[config.mk]
export PLATFORM = sky130hd
export DESIGN_NAME = sort_result_reader_flat
export DESIGN_NICKNAME = d
export VERILOG_FILES = /design/src/rtl/sort_pkg.sv /design/src/rtl/sort_result_reader_if.sv /design/src/rtl/sort_result_reader_reg.sv /design/src/rtl/sort_result_reader.sv /design/src/flat_wrapper.sv
export SDC_FILE = /design/constraint.sdc
export NUM_CORES = 1
export LEC_CHECK = 0
export BUFFER_PORTS_ARGS = -buffer_cell sky130_fd_sc_hd__buf_2
export CAP_MARGIN = 15
export CORE_ASPECT_RATIO = 1.4
export CORE_MARGIN = 4
export CORE_UTILIZATION = 40
export DETAILED_ROUTE_END_ITERATION = 10
export GPL_ROUTABILITY_DRIVEN = 0
export PLACE_DENSITY = 0.61
export SLEW_MARGIN = 20
export SYNTH_ARGS = -nofsm -noshare
export SYNTH_HDL_FRONTEND = slang
export SYNTH_SLANG_ARGS = --single-unit
export TNS_END_PERCENT = 5
[constraint.sdc]
create_clock -name clk -period 2.7 [get_ports clk]
set_clock_uncertainty 0.1 [all_clocks]
set_input_delay 0.54 -clock clk [delete_from_list [all_inputs] [get_ports clk]]
set_output_delay 0.54 -clock clk [all_outputs]
set_load 0.1 [all_outputs]
[src/rtl/sort_pkg.sv]
// Shared types and constants for the sort datapath readout logic.
package sort_pkg;

  localparam int unsigned NUM_REGS = 4;
  localparam int unsigned ADDR_W   = 2;

  typedef enum logic [1:0] {
    IDLE,
    LOAD,
    STREAM,
    DONE
  } reader_state_t;

endpackage

[src/rtl/sort_result_reader_if.sv]
// Valid/ready element stream carrying one result value plus its address.
interface sort_result_reader_if #(
  parameter int unsigned WIDTH = 4
);
  import sort_pkg::*;

  logic              out_valid;
  logic              out_ready;
  logic [WIDTH-1:0]  out_data;
  logic [ADDR_W-1:0] out_addr;

  modport master (
    output out_valid,
    output out_data,
    output out_addr,
    input  out_ready
  );

  modport slave (
    input  out_valid,
    input  out_data,
    input  out_addr,
    output out_ready
  );

endinterface

[src/rtl/sort_result_reader_reg.sv]
// Enabled register with asynchronous active-low clear; holds one snapshot value.
module sort_result_reader_reg #(
  parameter int unsigned WIDTH = 4
) (
  input  logic             clk,
  input  logic             rst_n,
  input  logic             en,
  input  logic [WIDTH-1:0] d,
  output logic [WIDTH-1:0] q
);

  logic [WIDTH-1:0] q_q;

  always_ff @(posedge clk or negedge rst_n) begin
    if (!rst_n) begin
      q_q <= '0;
    end else if (en) begin
      q_q <= d;
    end
  end

  assign q = q_q;

endmodule

[src/rtl/sort_result_reader.sv]
// Snapshots the four datapath result registers on start and streams them out,
// one element per valid/ready transfer, tagged with the register address.
module sort_result_reader
  import sort_pkg::*;
#(
  parameter int unsigned WIDTH   = 4,
  parameter bit          REVERSE = 1'b0
) (
  input  logic                 clk,
  input  logic                 rst_n,
  input  logic                 start,
  input  logic [WIDTH-1:0]     first_reg,
  input  logic [WIDTH-1:0]     second_reg,
  input  logic [WIDTH-1:0]     third_reg,
  input  logic [WIDTH-1:0]     fourth_reg,
  output logic                 busy,
  output logic                 done,
  sort_result_reader_if.master out_bus
);

  localparam int unsigned CNT_W = ADDR_W + 1;
  localparam logic [ADDR_W-1:0] START_IDX  = REVERSE ? ADDR_W'(NUM_REGS - 1) : '0;
  localparam logic [CNT_W-1:0]  LAST_COUNT = CNT_W'(NUM_REGS - 1);

  reader_state_t     state_q, state_d;
  logic [ADDR_W-1:0] idx_q, idx_d;
  logic [CNT_W-1:0]  cnt_q, cnt_d;
  logic              load_en;
  logic              valid;
  logic              xfer;

  logic [WIDTH-1:0] reg_in [NUM_REGS];
  logic [WIDTH-1:0] snap   [NUM_REGS];

  assign reg_in[0] = first_reg;
  assign reg_in[1] = second_reg;
  assign reg_in[2] = third_reg;
  assign reg_in[3] = fourth_reg;

  for (genvar i = 0; i < NUM_REGS; i++) begin : g_snap
    sort_result_reader_reg #(
      .WIDTH (WIDTH)
    ) u_snap_reg (
      .clk   (clk),
      .rst_n (rst_n),
      .en    (load_en),
      .d     (reg_in[i]),
      .q     (snap[i])
    );
  end

  always_ff @(posedge clk or negedge rst_n) begin
    if (!rst_n) begin
      state_q <= IDLE;
      idx_q   <= '0;
      cnt_q   <= '0;
    end else begin
      state_q <= state_d;
      idx_q   <= idx_d;
      cnt_q   <= cnt_d;
    end
  end

  assign valid = (state_q == STREAM);
  assign xfer  = valid && out_bus.out_ready;

  always_comb begin
    state_d = state_q;
    idx_d   = idx_q;
    cnt_d   = cnt_q;
    load_en = 1'b0;
    case (state_q)
      IDLE: begin
        if (start) begin
          load_en = 1'b1;
          state_d = LOAD;
        end
      end
      LOAD: begin
        idx_d   = START_IDX;
        cnt_d   = '0;
        state_d = STREAM;
      end
      STREAM: begin
        // Termination is on the transfer count; the 2-bit index simply wraps.
        if (xfer) begin
          idx_d = REVERSE ? idx_q - 1'b1 : idx_q + 1'b1;
          cnt_d = cnt_q + 1'b1;
          if (cnt_q == LAST_COUNT) begin
            state_d = DONE;
          end
        end
      end
      DONE: begin
        state_d = IDLE;
      end
      default: begin
        state_d = IDLE;
      end
    endcase
  end

  // Outputs decode the state directly so an async reset drops them at once.
  assign out_bus.out_valid = valid;
  assign out_bus.out_data  = snap[idx_q];
  assign out_bus.out_addr  = idx_q;
  assign busy              = (state_q == LOAD) || (state_q == STREAM);
  assign done              = (state_q == DONE);

endmodule

[src/flat_wrapper.sv]
// flat-port wrapper written by rule: the top's interface ports become plain ports
module sort_result_reader_flat import sort_pkg::*;
#(
  parameter int unsigned WIDTH   = 4,
  parameter bit          REVERSE = 1'b0
)
  (clk, rst_n, start, first_reg, second_reg, third_reg, fourth_reg, busy, done, out_bus_out_valid, out_bus_out_data, out_bus_out_addr, out_bus_out_ready);
  sort_result_reader_if #(.WIDTH(WIDTH)) out_bus_i ();
  input  logic clk;
  input  logic rst_n;
  input  logic start;
  input  logic [WIDTH-1:0] first_reg;
  input  logic [WIDTH-1:0] second_reg;
  input  logic [WIDTH-1:0] third_reg;
  input  logic [WIDTH-1:0] fourth_reg;
  output logic busy;
  output logic done;
  output wire logic [$bits(out_bus_i.out_valid)-1:0] out_bus_out_valid;
  output wire logic [$bits(out_bus_i.out_data)-1:0] out_bus_out_data;
  output wire logic [$bits(out_bus_i.out_addr)-1:0] out_bus_out_addr;
  input wire logic [$bits(out_bus_i.out_ready)-1:0] out_bus_out_ready;
  assign out_bus_out_valid = out_bus_i.out_valid;
  assign out_bus_out_data = out_bus_i.out_data;
  assign out_bus_out_addr = out_bus_i.out_addr;
  assign out_bus_i.out_ready = out_bus_out_ready;
  sort_result_reader #(.WIDTH(WIDTH), .REVERSE(REVERSE)) u_core (.clk(clk), .rst_n(rst_n), .start(start), .first_reg(first_reg), .second_reg(second_reg), .third_reg(third_reg), .fourth_reg(fourth_reg), .busy(busy), .done(done), .out_bus(out_bus_i));
endmodule
==> out/metrics.csv <==
metric,value,unit
Max Slew Vio Count,0,
max frequency,414,MHz
Setup crit start kind,register,
H-tree levels,1,
Total Nets Final,134,
Post-Synthesis Cells,77,
CP startpoint,u_core.state_q[0],
CP Max Fanout,10,
"Avg Cell Area, Syn",15.0,µm²
CTS Sinks,23,
largest net degree at the start of global routing,24,
DR WL/cell,13.9,µm
vias in the first global route,743,
Hold Fails Final Rpt,0,
PostCTS Resize Cnt,0,
TritonCTS clock tree,done,
reg-to-reg startpoint,u_core.state_q[0],
Die Ht,71.5,µm
outcome,"finished, final reports clean",
number of remaining DRC errors,0,
largest buffer count on any clock path,2,
ant diodes,0,
Syn. warnings,0,
R2R Setup Slk,980,ps
postcts setup bufs,0,
syn_nets,104,
WP data arrival,1770,ps
Initial Util,42.7,%
"Async S/R FF share, synth",100,%
Worst-Margin Slew,495,ps
unrepaired setup endpoints after global routing,false,
CTS buffer count,3,
Root Driver,clkbuf_4,
die width,53.4,µm
final antenna-violating net count,0,
Worst R2R End,u_core.g_snap[3].u_snap_reg.q[0],
Yosys cell types,21,
Post-synth EDFFs,0,
count of final setup violators,0,
worst-skew pair later-pin latency,300,ps
initial antenna violation count,0,
global-route wire length before repair,3.20,mm
DRT Pass-1 Iters,2,
Slew HR,67.0,%
PortBufs,28,
HP Class,input port to asynchronous set/reset pin,
P&R area growth vs syn,16.1,%
"Req. time, crit path",2060,ps
core area,2700,µm²
num rows,22,
CP endpoint kind,output port,
post-synthesis sequential area ratio,49.9,%
total grt overflow,0,
die area,3820,µm²
Yosys reg bits,23,
WL final,1.97,mm
clock-pin slew on the worst setup and hold paths,130,ps
setup TNS,0,ps
# IOs,29,
kind of critical path,register to output port,
crit share post-route,89.4,%
Initial DRC Count,3,
max-capacitance violation count,0,
DPL Wire Length,1.50,mm
via count,695,
gr usage total,11.4,%
Final min period,2410,ps
cells on worst reg2reg path,4,
fraction of layout cells with a size suffix above 1,51.9,%
routed vias/inst,4.89,
Mapped Area,1150,µm²
main flop type after synthesis,dfrtp_1,
Post-CTS Hold Buffers,0,
worst max path at each step:
stage,end,slack (ps),depth (start not counted)
2_1_floorplan,out_bus_out_data[0],140,2
3_3_place_gp,out_bus_out_data[3],670,2
3_5_place_dp,out_bus_out_data[3],640,2
4_1_cts,out_bus_out_data[3],280,2
5_1_grt,out_bus_out_data[2],200,2
6_report,out_bus_out_valid,290,3
flip-flops by register name, indices dropped and copies added (netlist names):
signal	count
u_core.state_q	2
u_core.g_snap.u_snap_reg.q	16
u_core.out_bus.out_addr	2
u_core.cnt_q	3
layout by cell type (no fill, tap or decap):
cell      instances
a21oi_2           1
mux2_4           10
mux2_2            6
xor2_1            1
mux2i_1           1
clkinv_2          1
mux2_1            2
inv_1             3
clkbuf_4          3
o32a_1            1
nand3_1           2
mux4_2            4
buf_2            28
a22o_1            2
dfrtp_1          23
nand2_2           2
nor2_1            1
nand2b_1          1
o21ai_0           3
nand2_1           3
nor2b_1           1
ha_1              7
kinds of logic (layout without fill, tap and decap cells):
kind of cell / Yosys count / count (layout) / share of synthesized area, %
DFF: 23 / 23 / 49.9
muxes: 23 / 23 / 29.5
adders and majority gates: 7 / 7 / 7.60
xor gates and xnor gates: 1 / 1 / 0.760
and+or+nand+nor: 10 / 10 / 4.34
buffers and inverters: 6 / 35 / 3.37
AOI/OAI and AO/OA: 7 / 7 / 4.45
cell type report:
| cell class | instances | area [µm²] |
|---|---|---|
| clock buffers | 3 | 22.5 |
| clock inverters | 1 | 5.00 |
| fillers | 261 | 1360 |
| inverters | 3 | 11.3 |
| multi-input cells | 48 | 538 |
| flip-flops and latches | 23 | 576 |
| well taps | 36 | 45.0 |
| repair buffers | 28 | 140 |
per-layer routing:
layer | vias to the layer above | GRT usage [%] | share of wire [%]
li1 | 335 | - | -
met1 | 340 | 14.7 | 44
met2 | 18 | 18.0 | 50
met3 | 2 | 1.87 | 5.8
met4 | 0 | 5.97 | 0.81
met5 | - | 0 | 0
cells in the mapped netlist, drive strengths merged (2+ instances only):
library cell	count	area share (%)
inv	3	0.98
dfrtp	23	50
a22o	2	1.5
buf	3	2.4
nand2	5	2.1
ha	7	7.6
mux2	18	21
o21ai	3	1.3
mux4	4	7.8
nand3	2	0.87
critical path, stage by stage, from the launching register on:
cell,delay (ps)
dfrtp_1,440
inv_1,120
ha_1,400
buf_2,500
stage by stage:
step	utilization, %	worst slack [ps]	hold slack (ps)	cells	cell area, µm²
final	49.6	286	77.6	142	1340
after global routing	49.6	199	109	142	1340
after CTS	49.6	281	87.8	142	1340
after detailed placement	48.6	643	382	138	1310
after global placement	48.6	671	364	138	1310
after floorplan	-	141	144	77	1150
Power is left out: the tool's default activity adds up to more than one toggle a clock period on the data nets, which glitch-free logic cannot reach.
